--- config.mk ---
export PLATFORM = sky130hd
export DESIGN_NAME = ahb_packet_frontend
export DESIGN_NICKNAME = d
export VERILOG_FILES = /design/src/rtl/bridge_pkg.sv /design/src/rtl/packet_fifo.sv /design/src/rtl/ahb_packet_frontend.sv
export SDC_FILE = /design/constraint.sdc
export NUM_CORES = 1
export LEC_CHECK = 0
export CELL_PAD_IN_SITES_DETAIL_PLACEMENT = 0
export CELL_PAD_IN_SITES_GLOBAL_PLACEMENT = 2
export CORE_MARGIN = 10
export CORE_UTILIZATION = 35
export CTS_BUF_LIST = sky130_fd_sc_hd__clkbuf_4 sky130_fd_sc_hd__clkbuf_8
export CTS_CLUSTER_DIAMETER = 60
export DETAILED_ROUTE_END_ITERATION = 8
export PLACE_DENSITY = 0.79
export SYNTH_ARGS = -nofsm -noshare
export SYNTH_HDL_FRONTEND = slang
export SYNTH_SLANG_ARGS = --single-unit
export TNS_END_PERCENT = 20
--- constraint.sdc ---
create_clock -name PCLK -period 3.8 [get_ports PCLK]
set_clock_uncertainty 0.1 [all_clocks]
set_input_delay 0.76 -clock PCLK [delete_from_list [all_inputs] [get_ports PCLK]]
set_output_delay 0.76 -clock PCLK [all_outputs]
set_load 0.01 [all_outputs]
--- src/rtl/bridge_pkg.sv ---
// rtl/bridge_pkg.sv - shared packet layout, AHB transfer encodings and front-end FSM states
package bridge_pkg;

    localparam int PKT_W    = 41;
    localparam int WR_BIT   = 40;
    localparam int DATA_MSB = 39;
    localparam int DATA_LSB = 8;
    localparam int ADDR_MSB = 7;
    localparam int ADDR_LSB = 0;

    localparam logic [1:0] HTRANS_IDLE   = 2'b00;
    localparam logic [1:0] HTRANS_BUSY   = 2'b01;
    localparam logic [1:0] HTRANS_NONSEQ = 2'b10;
    localparam logic [1:0] HTRANS_SEQ    = 2'b11;

    localparam logic [2:0] ST_IDLE    = 3'd0;
    localparam logic [2:0] ST_WR_DATA = 3'd1;
    localparam logic [2:0] ST_RD_REQ  = 3'd2;
    localparam logic [2:0] ST_RD_WAIT = 3'd3;
`ifdef AHB_ERR_RESP_EN
    localparam logic [2:0] ST_ERR1    = 3'd4;
    localparam logic [2:0] ST_ERR2    = 3'd5;
`endif

    function automatic logic htrans_active(input logic [1:0] trans);
        case (trans)
            HTRANS_NONSEQ, HTRANS_SEQ: return 1'b1;
            HTRANS_IDLE, HTRANS_BUSY:  return 1'b0;
            default:                   return 1'b0;
        endcase
    endfunction

    function automatic logic [PKT_W-1:0] make_pkt(input logic wr, input logic [31:0] data,
                                                  input logic [7:0] addr);
        logic [PKT_W-1:0] pkt;
        pkt                     = '0;
        pkt[WR_BIT]             = wr;
        pkt[DATA_MSB:DATA_LSB]  = data;
        pkt[ADDR_MSB:ADDR_LSB]  = addr;
        return pkt;
    endfunction

endpackage

--- src/rtl/packet_fifo.sv ---
// rtl/packet_fifo.sv - synchronous show-ahead FIFO; dout is the head entry, zero when empty
module packet_fifo #(
    parameter int WIDTH = 41,
    parameter int DEPTH = 4
) (
    input  logic             clk_i,
    input  logic             rst_i,
    input  logic             push_i,
    input  logic [WIDTH-1:0] din_i,
    input  logic             pop_i,
    output logic             full_o,
    output logic             empty_o,
    output logic [WIDTH-1:0] dout_o
);

    localparam int AW = $clog2(DEPTH);
    localparam logic [AW:0] FULL_CNT = (AW+1)'(DEPTH);

    logic [WIDTH-1:0] mem_q [DEPTH];
    logic [AW-1:0]    wr_ptr_q, rd_ptr_q;
    logic [AW:0]      count_q;
    logic             do_push, do_pop;

    assign empty_o = (count_q == '0);
    assign full_o  = (count_q == FULL_CNT);
    assign do_pop  = pop_i && !empty_o;
    // A pop in the same cycle frees the slot, so a full FIFO still accepts the push.
    assign do_push = push_i && (!full_o || do_pop);
    assign dout_o  = empty_o ? '0 : mem_q[rd_ptr_q];

    always_ff @(posedge clk_i) begin
        if (do_push) begin
            mem_q[wr_ptr_q] <= din_i;
        end
    end

    always_ff @(posedge clk_i or posedge rst_i) begin
        if (rst_i) begin
            wr_ptr_q <= '0;
            rd_ptr_q <= '0;
            count_q  <= '0;
        end else begin
            if (do_push) begin
                wr_ptr_q <= wr_ptr_q + AW'(1);
            end
            if (do_pop) begin
                rd_ptr_q <= rd_ptr_q + AW'(1);
            end
            if (do_push && !do_pop) begin
                count_q <= count_q + (AW+1)'(1);
            end else if (do_pop && !do_push) begin
                count_q <= count_q - (AW+1)'(1);
            end
        end
    end

endmodule

--- src/rtl/ahb_packet_frontend.sv ---
// rtl/ahb_packet_frontend.sv - AHB-Lite slave turning transfers into APB-side packets
// AHB_ERR_RESP_EN enables the two-cycle ERROR response for non-word or unaligned transfers.
module ahb_packet_frontend
    import bridge_pkg::*;
#(
    parameter int FIFO_DEPTH = 4
) (
    input  logic             PCLK,
    input  logic             RESET,
    input  logic             HSEL,
    input  logic [31:0]      HADDR,
    input  logic [1:0]       HTRANS,
    input  logic             HWRITE,
    input  logic [2:0]       HSIZE,
    input  logic [31:0]      HWDATA,
    input  logic             HREADY,
    output logic             HREADYOUT,
    output logic             HRESP,
    output logic [31:0]      HRDATA,
    output logic [PKT_W-1:0] Packet_OUT,
    output logic             P_Valid,
    input  logic             Packet_Read_en,
    input  logic [31:0]      Read_Data_IN,
    input  logic             Read_Data_Valid,
    output logic             Read_Data_Pop
);

    logic [2:0]       state_q, state_d;
    logic [7:0]       addr_q, addr_d;
    logic [2:0]       phase_next;
    logic             accept, take_addr;
    logic             fifo_push, fifo_full, fifo_empty;
    logic [PKT_W-1:0] pkt_in;
    logic             unused_bits;

`ifdef AHB_ERR_RESP_EN
    assign unused_bits = ^HADDR[31:8];
`else
    assign unused_bits = ^{HSIZE, HADDR[31:8]};
`endif

    // State that follows a completing data phase, given the address phase sampled alongside it.
    always_comb begin
        accept     = HSEL && HREADY && htrans_active(HTRANS);
        phase_next = ST_IDLE;
        if (accept) begin
            phase_next = HWRITE ? ST_WR_DATA : ST_RD_REQ;
`ifdef AHB_ERR_RESP_EN
            if (HSIZE != 3'b010 || HADDR[1:0] != 2'b00) begin
                phase_next = ST_ERR1;
            end
`endif
        end
    end

    always_comb begin
        state_d       = state_q;
        take_addr     = 1'b0;
        fifo_push     = 1'b0;
        pkt_in        = make_pkt(1'b1, HWDATA, addr_q);
        HREADYOUT     = 1'b1;
        HRESP         = 1'b0;
        HRDATA        = '0;
        Read_Data_Pop = 1'b0;
        case (state_q)
            ST_IDLE: begin
                take_addr = 1'b1;
                state_d   = phase_next;
            end
            ST_WR_DATA: begin
                if (fifo_full) begin
                    HREADYOUT = 1'b0;
                end else begin
                    fifo_push = 1'b1;
                    take_addr = 1'b1;
                    state_d   = phase_next;
                end
            end
            ST_RD_REQ: begin
                HREADYOUT = 1'b0;
                pkt_in    = make_pkt(1'b0, 32'h0, addr_q);
                if (!fifo_full) begin
                    fifo_push = 1'b1;
                    state_d   = ST_RD_WAIT;
                end
            end
            ST_RD_WAIT: begin
                HREADYOUT     = Read_Data_Valid;
                Read_Data_Pop = Read_Data_Valid;
                if (Read_Data_Valid) begin
                    HRDATA    = Read_Data_IN;
                    take_addr = 1'b1;
                    state_d   = phase_next;
                end
            end
`ifdef AHB_ERR_RESP_EN
            ST_ERR1: begin
                HREADYOUT = 1'b0;
                HRESP     = 1'b1;
                state_d   = ST_ERR2;
            end
            ST_ERR2: begin
                HRESP   = 1'b1;
                state_d = ST_IDLE;
            end
`endif
            default: state_d = ST_IDLE;
        endcase
        addr_d = (take_addr && accept) ? HADDR[7:0] : addr_q;
    end

    always_ff @(posedge PCLK or posedge RESET) begin
        if (RESET) begin
            state_q <= ST_IDLE;
            addr_q  <= '0;
        end else begin
            state_q <= state_d;
            addr_q  <= addr_d;
        end
    end

    packet_fifo #(
        .WIDTH (PKT_W),
        .DEPTH (FIFO_DEPTH)
    ) u_fifo (
        .clk_i   (PCLK),
        .rst_i   (RESET),
        .push_i  (fifo_push),
        .din_i   (pkt_in),
        .pop_i   (Packet_Read_en),
        .full_o  (fifo_full),
        .empty_o (fifo_empty),
        .dout_o  (Packet_OUT)
    );

    assign P_Valid = !fifo_empty;

endmodule

## Word level (Yosys, flattened, before mapping)

Memories as Yosys holds them, arrays and structs flattened.
Index checks and enable logic that the tools add are counted.

- Input port bits: 108
- Register bits after elaboration: 18
- Memory bits (writable): 164
- Memories kept: 1

Memory list:

| name | depth | bits a word | rd ports | clocked after memory_dff | wr ports | line | source |
|---|---|---|---|---|---|---|---|
| u_fifo.mem_q | 4 | 41 | 1 | 0 | 1 | packet_fifo.sv:19 | `logic [WIDTH-1:0] mem_q [DEPTH];` |

- Add/subtract/negate cells: 4
- Reduce and logical (&&, ||, !) cells: 20
- Muxes and demuxes: 21
- Equal/unequal tests: 10

Operator list:

| cell | count |
|---|---|
| 41-bit 2-to-1 mux | 2 |
| 32-bit 2-to-1 mux | 2 |
| 3-bit 2-to-1 mux | 5 |
| 3-bit one-hot mux with 4 select lines | 1 |
| 1-bit logical AND | 7 |
| 3-bit by 2-bit equality test with 1-bit output, second input constant | 2 |
| 3-bit logical NOT | 2 |
| 1-bit 2-to-1 mux | 6 |
| 2-bit inequality test, second input constant | 3 |
| 1-bit one-hot mux with 3 select lines | 2 |
| 2-bit OR reduction | 3 |
| 2-bit by 1-bit adder with 2-bit output, second input constant | 2 |
| 2-bit equality test, second input constant | 2 |
| 1-bit logical NOT | 4 |
| 2-bit 2-to-1 mux | 2 |
| 3-bit by 1-bit adder with 3-bit output, second input constant | 1 |
| 3-bit by 1-bit equality test with 1-bit output, second input constant | 1 |
| 3-bit equality test, second input constant | 1 |
| 3-bit AND reduction | 1 |
| 3-bit by 1-bit subtractor with 3-bit output, second input constant | 1 |
| 2-bit by 1-bit equality test with 1-bit output, second input constant | 1 |
| 2-bit logical NOT | 1 |
| 1-bit one-hot mux with 2 select lines | 1 |
| 2-bit nonzero test | 1 |
| 1-bit logical OR | 1 |

## Longest topological paths before layout

- Depth in word-level cells: 9
- Mapped depth: 9

## Hierarchy

Synthesis repeated with hierarchy kept, for this count alone.

- Cells, all modules: 417
- Area total of the unflattened synthesis: 7,663.6 sq um

Modules (own cells, without submodules):

| module | area an instance (sq um) | cells each | times used |
|---|---|---|---|
| packet_fifo | 6,667.6 | 298 | 1 |
| ahb_packet_frontend | 996.0 | 119 | 1 |

## Worst setup path after synthesis

Ideal clock, no wire load.

- Path type: reg2out
- Start: register u_fifo.rd_ptr_q[0]
- End: output Packet_OUT[0]
- Setup slack: 1.548 ns
- Cell stages (with the launch flop): 5
- Data arrival time: 1.392 ns
- Data required time: 2.940 ns
- Buffers on the path: 2
- Cell sequence: dfrtp_1 -> buf_2 -> buf_4 -> mux4_2 -> and2_1

- Longest elaborated chain between the ends: 2

Ends and longest elaborated chain:

| element | line | source |
|---|---|---|
| start: declaration | packet_fifo.sv:20 | `logic [AW-1:0] wr_ptr_q, rd_ptr_q;` |
| start signal: assignment | packet_fifo.sv:47 | `rd_ptr_q <= rd_ptr_q + AW'(1);` |
| memory read 4 x 41 bit | n/a |  |
| 41-bit 2-to-1 mux | packet_fifo.sv:29 | `assign dout_o = empty_o ? '0 : mem_q[rd_ptr_q];` |
| end: declaration | ahb_packet_frontend.sv:20 | `output logic [PKT_W-1:0] Packet_OUT,` |

No other way between the ends.

## Worst setup path in the final report

- Start: register u_fifo.rd_ptr_q[0]
- End: output Packet_OUT[21]

The elaborated chain is that of the path after synthesis.

==> flow_summary.ini <==
[route]
first_iter_violations = 116
num_vias = 4155
dr.pass1.iters = 4
viasPerCell = 4.83
wire_per_inst_um = 19.3
routed_wl_um = 16600
final_antenna_net_count = 0
drc = 0

[finish]
nets = 692
mostFrequentLayoutCells = edfxtp_1 (164), clkdlybuf4s50_1 (155), mux4_2 (41), and2_1 (41), nor2b_1 (33)
multiInputGateArea_sq_um = 2080
num_antenna_cells = 0
area.growth.synth_to_final_pct = 31.3
regArea_sq_um = 5360
drive_gt1_share_pct = 17.7
final_common_cell = edfxtp_1
finalNonFillerCells = 861
fillers = 1838

[run]
maxCapViolCount = 0

[die]
io_pins = 185
die_area_sq_um = 27900
core_area_sq_um = 21200
start_util_pct = 35.8
die_height_um = 167
die_w_um = 167
num_rows = 53

[yosys]
synthFlopType = edfxtp_1
ys_types = 34
yosys.area_share.adder_pct = 1.92
synth_compound_area_share_pct = 0.744
async_flop_share_pct = 9.39
syn_inst = 413
syn_avg_cell_area_sq_um = 18.3
yosysWarnings = 0
syn-num-nets = 532
yosys.area_share.simple_pct = 10.2
synth_edf_count = 164
yosysSeqAreaShare_pct = 70.7
ys_ff_latch = 181
synth-xor-area-share_pct = 0.694
synth_top_family_by_area = multiplexers
syn_area_sq_um = 7570
synthMuxAreaShare_pct = 13.7

[power_and_ir_drop]
p_per_area_nw_per_um2 = 808
p_total_uw = 8030
ir_worst_vdd_v = 0.000286
p_leak_uw = 0.00348

[clocking]
cts_sinks = 181
cts.clk_slew.worst_paths_ns = 0.09
cts_max_path_buffers = 2
numCtsBuffers = 17
clk_latency_ns = 0.45
cts-root-buf = clkbuf_8
htreeDepth = 4
cts_tree = done

[place]
portBuffers = 155
dp_cells = 829
gp_congestion = 0.693
hpwl_um = 11300

[critical_path]
cpPeakStageDelay_ns = 0.70
cp_num_buf_inv = 2
critPathRequiredTime_ns = 2.94
slowest_stage = dfrtp_4
path_class = flop to output pin
cp.arrival_ns = 2.60
crit_chain = buf_4 -> mux4_2 -> and2_1 -> clkdlybuf4s50_1
path_max_fanout = 20
worst_setup_path_start_kind = flop
crit_family = buffers and inverters
crit_path_end_kind = output pin

[sta]
hold_viol = 0
drv_slew = 0
tns_ns = 0
tightest_slew_ns = 0.694
period_needed_ns = 3.46
rsz0062_at_grt = false
clock.fmax_ghz = 0.289
finalSetupViolCount = 0
slew_headroom_pct = 53.7
post-route-period-util_pct = 91.0

[global_route]
grt_pass1_wl_um = 26300
grt_pass1_vias = 4664
grt_overflow = 0
grt_usage_pct = 11.9
use_met2_pct = 19.1
busiest_layer = met2
grt_max_degree = 38
use_met1_pct = 13.7
antenna_found_initial = 0
use_met3_pct = 6.06

[min_path]
hp-class = flop to flop

[outcome]
status = completed
==> area by class of cell <==
cell class                      instances  share of cell area, %
Tap cell                              275                   3.46
Timing Repair Buffer                  166                   16.7
Clock buffer                           19                   2.51
Clock inverter                         13                   2.23
Sequential cell                       181                   53.9
Multi-Input combinational cell        198                   20.9
Inverter                                9                  0.340
==> routing by layer <==
metal	routed length (um)	share of wire [%]
met4	181	1.1
met1	6840	41
met3	1640	9.9
met2	7970	48
met5	0	0
==> Yosys cell counts (all sizes together) (2+ instances only) <==
| cell | instances | share of area (%) |
|---|---|---|
| edfxtp | 164 | 65 |
| and2 | 42 | 3.5 |
| mux4 | 41 | 12 |
| and3 | 36 | 3.0 |
| nor2b | 33 | 2.7 |
| clkbuf | 17 | 0.84 |
| dfrtp | 17 | 5.6 |
| ha | 10 | 1.7 |
| mux2 | 10 | 1.5 |
| inv | 9 | 0.45 |
| buf | 8 | 0.69 |
| nand2 | 4 | 0.30 |
| xnor2 | 4 | 0.46 |
| nor2 | 2 | 0.099 |
| xor2 | 2 | 0.23 |
==> repair_timing <==
action	4_1_cts	5_1_grt
resized for setup	0	1
endpoints found under the setup margin	0	1
hold buffers	0	0
setup buffers	0	0
hold endpoints to repair	0	0
==> registers in the layout, summed over array words and instances, names as in the netlist <==
register,cells
u_fifo.rd_ptr_q,2
u_fifo.mem_q,164
u_fifo.count_q,3
u_fifo.wr_ptr_q,2
state_q,2
addr_q,8
==> report_power, final <==
part,switching [uW],leakage (uW),internal [uW]
Sequential,292,0.00171,3020
Clock,677,0.000233,808
Combinational,1480,0.00154,1750
Total,2450,0.00348,5570
==> per-stage QoR <==
step / util (%) / area [sq um] / hold slack (ns) / setup WS [ns]
2_1_floorplan: - / 7570 / 0.347 / 1.55
6_report: 47.0 / 9940 / 0.406 / 0.340
5_1_grt: 47.0 / 9940 / 0.426 / 0.172
3_3_place_gp: 44.8 / 9470 / 0.367 / 0.519
4_1_cts: 47.0 / 9940 / 0.414 / 0.192
3_5_place_dp: 44.8 / 9470 / 0.400 / 0.475
==> logic make-up (layout without fill, tap and decap cells) <==
kind of cell / count (synthesis) / in the layout
AO/OA/AOI/OAI: 6 / 6
XOR/XNOR: 6 / 6
adder cells (fa/ha/maj): 11 / 11
flip-flops: 181 / 181
other: 1 / 1
AND/OR/NAND/NOR: 123 / 123
multiplexers: 51 / 51
buffers and inverters: 34 / 207
==> path summary, 6_finish.rpt <==
kind | from | slack (ns) | depth (start not counted) | end
min reg2reg | u_fifo.count_q[2]$_DFFE_PP0P_ | 0.41 | 1 | u_fifo.count_q[2]$_DFFE_PP0P_
min in group asynchronous | RESET | 0.60 | 2 | addr_q[3]$_DFFE_PP0P_
max in group asynchronous | RESET | 2.48 | 2 | u_fifo.rd_ptr_q[0]$_DFFE_PP0P_
max reg2reg | state_q[0]$_DFFE_PP0P_ | 1.25 | 9 | u_fifo.count_q[2]$_DFFE_PP0P_
max | u_fifo.rd_ptr_q[0]$_DFFE_PP0P_ | 0.34 | 4 | Packet_OUT[21]
min | u_fifo.count_q[2]$_DFFE_PP0P_ | 0.41 | 1 | u_fifo.count_q[2]$_DFFE_PP0P_
Power figures use the tool's default switching activity.
==> variant (config.mk and constraints unchanged) <==
`addr_q` no longer has a reset.
--- a/src/rtl/ahb_packet_frontend.sv
+++ b/src/rtl/ahb_packet_frontend.sv
@@ -112,11 +112,13 @@
     always_ff @(posedge PCLK or posedge RESET) begin
         if (RESET) begin
             state_q <= ST_IDLE;
-            addr_q  <= '0;
         end else begin
             state_q <= state_d;
-            addr_q  <= addr_d;
         end
+    end
+
+    always_ff @(posedge PCLK) begin
+        addr_q <= addr_d;
     end
 
     packet_fifo #(
Behaviour: same outputs for any inputs over 4 cycles, from zero or initial values and one cycle with RESET high; that may be too few to reach the edited logic, so the function may still have changed.
==> variant against the unedited design <==
- setup slack lost 0.071 ns
- worst hold slack lost 0.022 ns
- cell area shrank 1.9%
- count of clock-buffer cells in the layout shrank 2
- sequential cell count is the same
- non-clock buffer count grew 4
- total power shrank 11%
- synthesized area shrank 0.56%
- sequential share of layout area grew 1.4 points
- routed wire length grew 1.1%
- critical endpoint is now Packet_OUT[12]
- largest cell class unchanged
- highest routed layer unchanged
==> variant: results (changes against the unedited design) <==
stage,metric,value,unit,change
clocking,clock_latency,0.44,ns,
worst_setup_path,crit_fanout,25,,+25%
yosys,async_flop_share,4.97,%,-4.4 points
worst_setup_path,crit_end,Packet_OUT[12],,
power,ir_worst_vdd,0.232,mV,-19%
grt,grt_max_degree,45,,+18%
worst_setup_path,r2r-start,u_fifo.count_q[0],,
place,port_buffers,155,,unchanged
yosys,synthTopCellsByCount,"172 x edfxtp_1, 42 x and2_1, 41 x mux4_2",,
clocking,cts_resized,0,,unchanged
yosys,synth_edf_count,172,,+4.9%
clocking,cts_root_buffer,clkbuf_8,,
worst_setup_path,arrival,2.67,ns,+0.07 ns
yosys,syn_area_per_cell,18.7,um2,+1.9%
yosys,synth_cell_types,31,,-8.8%
cells_and_area,top_regs,"u_fifo.mem_q x164, addr_q x8, u_fifo.count_q x3",,
cells_and_area,nets,686,,-0.87%
yosys,synth_top_area_cell,edfxtp_1,,
detailed_routing,drtIter0Drc,213,,+84%
detailed_routing,wl_per_cell,19.7,um,+1.8%
grt,grt_pass1_vias,4605,,-1.3%
clocking,cts_buffers,17,,unchanged
yosys,yosys_warnings,0,,unchanged
cells_and_area,final_cell_count_no_fill,855,,-0.70%
grt,grtUsageTotal,12.1,%,+0.19 points
place,dp_cells,823,,-0.72%
worst_setup_path,r2r_slack,1.02,ns,-0.23 ns
yosys,seq_area_frac_synth,71.6,%,+0.93 points
yosys,syn-num-nets,522,,-1.9%
worst_setup_path,rr_worst_depth,8,,-1
cells_and_area,drive_gt1_share,16.9,%,-0.85 points
cells_and_area,num_antenna_cells,0,,unchanged
worst_hold_path,whs_path_depth,1,,unchanged
timing,worstMarginPinSlew,0.841,ns,+0.147 ns
yosys,synth_area_leaders,"edfxtp_1 69%, mux4_2 12%, and2_1 3.5%",,
run_status,status,"complete, no violations",,
grt,grt_pass1_wl,26200,um,-0.47%
place,dpl.hpwl,11500,um,+2.1%
place,place.gp.congestion,0.781,,+13%
detailed_routing,viasPerCell,4.74,,-1.8%
place,dpl_cell_area,9430,um2,-0.37%
power,p_leak,0.00336,uW,-3.4%
grt,antenna_found_initial,0,,unchanged
variant: worst reg2reg max path, cell delays in order (launching register included):
cell and delay [ns]:
dfrtp_1 0.44, or3_2 0.87, nand2_1 0.26, ha_1 0.20
inv_1 0.06, fa_1 0.37, xor2_1 0.17, nor2_1 0.11
xor2_1 0.15
variant: final cells by class:
cell class / count / area [um2]
multi-input combinational: 188 / 1970
timing repair buffer: 170 / 1690
clock inverter: 15 / 88.8
sequential: 181 / 5400
clock buffer: 17 / 234
inverter: 9 / 33.8
fill: 1829 / 11300
tap: 275 / 344
variant: metal layers:
metal	wire length, um	up-vias	track usage [%]
met1	7020	2038	14.1
met3	1550	8	5.81
met4	96	0	2.63
met2	8140	135	19.9
met5	0	-	0
li1	-	1872	-
variant: worst min path at each step:
| stage | endpoint | start | slack, ns |
|---|---|---|---|
| after floorplan | u_fifo.count_q[2] | u_fifo.count_q[2] | 0.35 |
| after global placement | u_fifo.count_q[2] | u_fifo.count_q[2] | 0.36 |
| after detailed placement | u_fifo.count_q[2] | u_fifo.count_q[2] | 0.37 |
| after CTS | u_fifo.count_q[2] | u_fifo.count_q[2] | 0.39 |
| after global routing | u_fifo.count_q[2] | u_fifo.count_q[2] | 0.40 |
| final | u_fifo.count_q[2] | u_fifo.count_q[2] | 0.38 |
variant: cell families after synthesis:
| kind of cell | Yosys count | synth area share, % |
|---|---|---|
| flip-flops | 181 | 71.6 |
| AND/OR/NAND/NOR | 119 | 9.97 |
| multiplexers | 45 | 12.9 |
| buffers and inverters | 34 | 2.31 |
| adder cells (fa/ha/maj) | 11 | 1.93 |
| AO/OA/AOI/OAI | 6 | 0.548 |
| XOR/XNOR | 6 | 0.698 |
| other | 1 | 0.0498 |
variant: where the power goes:
group	switching (uW)	internal (uW)
logic	1340	1640
clock network	634	440
registers	216	2840
total	2190	4920
variant: per-stage QoR:
stage | hold slack (ns) | setup slack [ns]
floorplan | 0.347 | 1.60
global placement | 0.364 | 0.473
detailed placement | 0.374 | 0.457
CTS | 0.388 | 0.161
global route | 0.397 | 0.0556
finish | 0.384 | 0.269
